File: src/rtl/nibble_serial_add_ctrl_pkg.sv
// Shared definitions for the nibble-serial add/subtract sequencer.
//   NIB_W   : width of the shared adder slice (one nibble)
//   state_t : sequencer state encoding
package nibble_serial_add_ctrl_pkg;

  localparam int NIB_W = 4;

  typedef enum logic [1:0] {
    IDLE = 2'd0,
    RUN  = 2'd1,
    DONE = 2'd2
  } state_t;

endpackage

File: src/rtl/nibble_serial_add_ctrl_ripple_carry.sv
// 4-bit ripple-carry adder slice shared by the sequencer, one nibble per clock.
// Ports:
//   A, B : nibble operands
//   Cin  : carry in
//   S    : nibble sum
//   Cout : carry out of bit 3
module nibble_serial_add_ctrl_ripple_carry
  import nibble_serial_add_ctrl_pkg::*;
(
  input  logic [NIB_W-1:0] A,
  input  logic [NIB_W-1:0] B,
  input  logic             Cin,
  output logic [NIB_W-1:0] S,
  output logic             Cout
);

  logic [NIB_W:0] c;

  always_comb begin
    c    = '0;
    S    = '0;
    c[0] = Cin;
    for (int i = 0; i < NIB_W; i++) begin
      S[i]   = A[i] ^ B[i] ^ c[i];
      c[i+1] = (A[i] & B[i]) | (A[i] & c[i]) | (B[i] & c[i]);
    end
    Cout = c[NIB_W];
  end

endmodule

File: src/rtl/nibble_serial_add_ctrl.sv
// WIDTH-bit add/subtract computed one nibble per clock through a single shared
// 4-bit ripple-carry adder, LSB nibble first, with a registered inter-nibble carry.
// Ports:
//   clk, rst                 : clock, synchronous active-high reset
//   start_valid/start_ready  : operation request handshake (op_a, op_b, sub sampled)
//   op_a, op_b, sub          : operands; sub=1 computes op_a - op_b
//   result, cout, ovf        : sum/difference, MSB carry (1 = no borrow), signed overflow
//   done_valid/done_ready    : result handshake
//   busy                     : high while an operation is in RUN or DONE
//
// state | meaning
// IDLE  | ready for a new operation (start_ready=1)
// RUN   | one nibble added per cycle, index 0..NIB-1
// DONE  | result presented, waiting for done_ready
//
// WIDTH must be a multiple of 4 and at least 8.
module nibble_serial_add_ctrl
  import nibble_serial_add_ctrl_pkg::*;
#(
  parameter int WIDTH = 16
) (
  input  logic             clk,
  input  logic             rst,
  input  logic             start_valid,
  output logic             start_ready,
  input  logic [WIDTH-1:0] op_a,
  input  logic [WIDTH-1:0] op_b,
  input  logic             sub,
  output logic [WIDTH-1:0] result,
  output logic             cout,
  output logic             ovf,
  output logic             done_valid,
  input  logic             done_ready,
  output logic             busy
);

  localparam int NIB   = WIDTH / NIB_W;
  localparam int IDX_W = $clog2(NIB);

  state_t             state_q, state_d;
  logic [WIDTH-1:0]   a_q, a_d;
  logic [WIDTH-1:0]   b_q, b_d;      // already inverted for subtract
  logic [WIDTH-1:0]   sum_q, sum_d;  // working result, filled nibble by nibble
  logic [WIDTH-1:0]   result_q, result_d;
  logic [IDX_W-1:0]   idx_q, idx_d;
  logic               carry_q, carry_d;
  logic               cout_q, cout_d;
  logic               ovf_q, ovf_d;

  logic [NIB_W-1:0]   add_a, add_b, add_s;
  logic               add_co;

  assign add_a = a_q[idx_q*NIB_W +: NIB_W];
  assign add_b = b_q[idx_q*NIB_W +: NIB_W];

  nibble_serial_add_ctrl_ripple_carry u_adder (
    .A    (add_a),
    .B    (add_b),
    .Cin  (carry_q),
    .S    (add_s),
    .Cout (add_co)
  );

  always_comb begin
    state_d  = state_q;
    a_d      = a_q;
    b_d      = b_q;
    sum_d    = sum_q;
    result_d = result_q;
    idx_d    = idx_q;
    carry_d  = carry_q;
    cout_d   = cout_q;
    ovf_d    = ovf_q;

    case (state_q)
      IDLE: begin
        if (start_valid) begin
          a_d     = op_a;
          // Subtract as A + ~B + 1: the +1 enters as the initial carry.
          b_d     = sub ? ~op_b : op_b;
          carry_d = sub;
          idx_d   = '0;
          state_d = RUN;
        end
      end
      RUN: begin
        sum_d[idx_q*NIB_W +: NIB_W] = add_s;
        carry_d = add_co;
        if (idx_q == IDX_W'(NIB - 1)) begin
          // sum_d already holds the final nibble, so the MSB used for ovf is current.
          result_d = sum_d;
          cout_d   = add_co;
          ovf_d    = (a_q[WIDTH-1] == b_q[WIDTH-1]) && (sum_d[WIDTH-1] != a_q[WIDTH-1]);
          state_d  = DONE;
        end else begin
          idx_d = idx_q + 1'b1;
        end
      end
      DONE: begin
        if (done_ready) begin
          state_d = IDLE;
        end
      end
      default: state_d = IDLE;
    endcase
  end

  always_ff @(posedge clk) begin
    if (rst) begin
      state_q  <= IDLE;
      a_q      <= '0;
      b_q      <= '0;
      sum_q    <= '0;
      result_q <= '0;
      idx_q    <= '0;
      carry_q  <= 1'b0;
      cout_q   <= 1'b0;
      ovf_q    <= 1'b0;
    end else begin
      state_q  <= state_d;
      a_q      <= a_d;
      b_q      <= b_d;
      sum_q    <= sum_d;
      result_q <= result_d;
      idx_q    <= idx_d;
      carry_q  <= carry_d;
      cout_q   <= cout_d;
      ovf_q    <= ovf_d;
    end
  end

  assign start_ready = (state_q == IDLE);
  assign done_valid  = (state_q == DONE);
  assign busy        = (state_q == RUN) || (state_q == DONE);
  assign result      = result_q;
  assign cout        = cout_q;
  assign ovf         = ovf_q;

endmodule

File: config.mk
export PLATFORM = sky130hd
export DESIGN_NAME = nibble_serial_add_ctrl
export DESIGN_NICKNAME = d
export VERILOG_FILES = /design/src/rtl/nibble_serial_add_ctrl_pkg.sv /design/src/rtl/nibble_serial_add_ctrl_ripple_carry.sv /design/src/rtl/nibble_serial_add_ctrl.sv
export SDC_FILE = /design/constraint.sdc
export NUM_CORES = 1
export LEC_CHECK = 0
export BUFFER_PORTS_ARGS = -buffer_cell sky130_fd_sc_hd__buf_2
export CAP_MARGIN = 15
export CORE_MARGIN = 4
export CORE_UTILIZATION = 56
export DETAILED_ROUTE_END_ITERATION = 10
export PLACE_DENSITY = 0.79
export SLEW_MARGIN = 40
export SYNTH_ARGS = -nofsm -noshare
export SYNTH_HDL_FRONTEND = slang
export SYNTH_HIERARCHICAL = 1
export SYNTH_SLANG_ARGS = --single-unit
File: constraint.sdc
create_clock -name clk -period 4.7 [get_ports clk]
set_clock_uncertainty 0.15 [all_clocks]
set_input_delay 0.235 -clock clk [delete_from_list [all_inputs] [get_ports clk]]
set_output_delay 0.235 -clock clk [all_outputs]
set_load 0.02 [all_outputs]
==> out/qor.txt <==
Mapped Area: 0.003511 mm^2
GRT Util Overall: 21.35%
FFs w/ async S/R, synth: 0%
Total Power: 1.381 mW
CP max FO: 7
CP Capture Type: register
final worst slack: 0.8849 ns
Primary FF master, synth: dfxtp_1
layout net count: 476
vias: 2827
clock slew at reported path FFs: 0.07 ns
CP Class: reg -> reg
Mapped Nets: 426
Rel. slew slack: 47.64%
fin util: 66.77%
first-pass GRT wire length: 12890 um
sw frac: 29.89%
crit path launch: idx_q[0]
DR DRC count: 0
DR WL met3: 365 um
H-tree levels: 3
largest net degree at the start of global routing: 74
syn avg cell area: 9.362 um^2
Power per Cell Area: 345.1 mW/mm^2
# Max-Cap Violations: 0
WP data arrival: 3.91 ns
Layout Cells excl Fill: 505
max incr delay on CP: 0.58 ns
total gr overflow: 0
worst ir drop on vdd: 0.0002085 V
crit path cell chain: mux4_2, inv_1, fa_1, inv_1, fa_1, fa_1, inv_1, fa_1, inv_1, and4bb_1, mux2i_1, a211oi_1
Post-synth EDFFs: 0
Rows: 28
starting density of the core: 58.60%
wirelength, routed: 7522 um
flops & latches, synth: 71
WP data required: 4.79 ns
CP max-delay cell: dfxtp_1
CTS Root Cell: clkbuf_8
Pins Over Slew Limit: 0
reg2reg end: sum_q[15]
Crit path depth: 12
CTS Buf Count: 9
Clk Latency, worst-skew pair: 0.33 ns
die area: 0.007600 mm^2
first-iteration detailed-routing DRC count: 173
Post-CTS Hold Buffers: 11
port buffer count: 57
per-cell routed wire length: 14.90 um
internal power: 0.9679 mW
pre-CTS WS: 0.8660 ns
net switching power figure: 0.4126 mW
RSZ-0062 raised after global routing: no
cell count after synthesis: 375
DR vias/cell: 5.598
LEAKAGE: 1.589 nW
Reg2Reg Setup Slack: 0.88 ns
metal2 WL: 3646 um
startpoint types: register
DRT met1 WL: 3389 um
tightest hold margin: 0.005373 ns
final instance area: 0.004000 mm^2
dpl hpwl: 5101 um
reg-to-reg startpoint: idx_q[0]
Final Cycle Share: 81.17%
Reg power frac: 48.2%
Worst Tran Pin Value: 0.7855 ns
Layout area overhead: 13.93%
Comb pwr share: 20.4%
clock share of power: 31.5%
critical path's top delay family: adder cells
Routed Antenna Nets: 0
Placer Congestion: 0.7678
die width: 87.18 um
Antenna Cells: 0
Ys Warns: 6
CTS max path bufs: 2
CORE AREA: 0.005991 mm^2
Final setup viols: 0
placed insts: 478
initial antenna violation count: 0
Worst Setup EP: sum_q[15]
clock sinks: 71
setup TNS: 0 ns
# IOs: 58
Distinct cells, synth: 42
status: completed
Hold WC Path Type: in -> reg
share of post-route cells with drive strength above 1: 22.79%
Die Y: 87.18 um
register area share after synthesis: 40.48%
number of global-route vias before repair: 2741
postcts setup bufs: 0
Fmax: 262.1 MHz
fin crit period: 3.815 ns
DP Area: 0.003714 mm^2
CTS tree: yes
critical path buffer and inverter count: 4
drt first pass iters: 4
top layer reached by signal wires: met4
Hold Vio Cnt, Final: 0
PostCTS Resize Cnt: 0
r2r worst-path depth: 12
sequential cells by signal, summed over array words and instances, names as in the netlist:
register / count
a_q: 16
b_q: 16
result: 16
sum_q: 16
idx_q: 2
state_q: 2
carry_q: 1
cout: 1
ovf: 1
worst min-delay path, delay by kind of cell:
kind / cells / cell delay [ns]
and+or+nand+nor: 1 / 0.06
AOI/OAI and AO/OA: 1 / 0.06
buffers and inverters: 1 / 0.09
how the worst min path moves through the flow:
stage             start      end  slack [ns]  cells after the start
3_5_place_dp       cout     cout        0.30                      2
2_1_floorplan   op_a[0]   a_q[0]        0.22                      2
6_report       op_a[13]  a_q[13]       0.005                      3
5_1_grt        op_a[13]  a_q[13]        0.02                      3
4_1_cts        op_a[13]  a_q[13]       0.004                      3
3_3_place_gp       cout     cout        0.29                      2
metal layers:
metal	track usage, %	up-vias
met4	7.671	0
li1	-	1426
met3	3.406	14
met2	35.40	82
met1	28.15	1305
met5	0	-
cells in the mapped netlist, types with 5 or more instances:
master | number | share of area [%]
inv_1 | 18 | 1.9
nand2_1 | 40 | 4.3
mux4_2 | 8 | 5.1
nor3_1 | 15 | 2.1
clkbuf_1 | 8 | 0.86
a32oi_1 | 15 | 3.7
a211oi_1 | 8 | 1.7
ha_1 | 10 | 3.6
nor2_1 | 50 | 5.3
buf_2 | 12 | 1.7
dfxtp_1 | 71 | 40
nand2b_1 | 5 | 0.89
xnor2_1 | 16 | 4.0
buf_4 | 7 | 1.5
a211oi_2 | 11 | 3.9
a21oi_1 | 20 | 2.9
buf_6 | 5 | 1.6
a221oi_1 | 15 | 3.7
layout by cell type (no fill, tap or decap), types with 2 or more instances in the layout:
master,synthesis,routed
nand2b_1,5,5
clkbuf_1,8,2
nor2b_1,3,3
a211oi_1,8,8
a211oi_2,11,11
fa_1,4,4
dlygate4sd3_1,0,11
o211ai_1,2,2
nand3b_1,3,3
xnor2_1,16,16
buf_4,7,3
and4bb_1,3,3
nand4_1,2,2
ha_1,10,10
clkinv_2,0,2
buf_2,12,57
o31ai_1,2,2
mux2i_1,3,3
nand2_1,40,40
a32oi_1,15,15
a221oi_1,15,15
nor3_1,15,15
nor3b_1,2,2
mux4_2,8,8
inv_1,18,18
clkbuf_8,0,11
a21oi_1,20,20
dfxtp_1,71,71
and4b_1,2,2
and2_1,2,2
nor2_1,50,50
logic make-up (layout without fill, tap and decap cells):
logic type | Yosys count | count (layout) | share of synthesized area, %
compound gates | 78 | 78 | 17.78
fa+ha+maj | 14 | 14 | 5.845
flops | 71 | 71 | 40.48
mux | 11 | 11 | 5.987
xor+xnor | 16 | 16 | 3.991
simple gates | 134 | 134 | 18.21
buf+inv | 51 | 106 | 7.698
power groups by stage:
stage                     clock (mW)  sequential, mW  combinational, mW
after floorplan                    0           0.669              0.228
after global placement             0           0.678              0.262
after detailed placement           0           0.678              0.272
after CTS                      0.445           0.664              0.280
after global routing           0.467           0.669              0.315
final                          0.434           0.665              0.282
cell type report:
class / count / area, um^2
sequential: 71 / 1421
multi-input combinational: 253 / 1819
clock inverter: 3 / 17.52
fill: 465 / 1991
clock buffer: 13 / 158.9
tap: 75 / 93.84
timing repair buffer: 71 / 417.9
inverter: 19 / 71.32
Power figures use the tool's default switching activity.
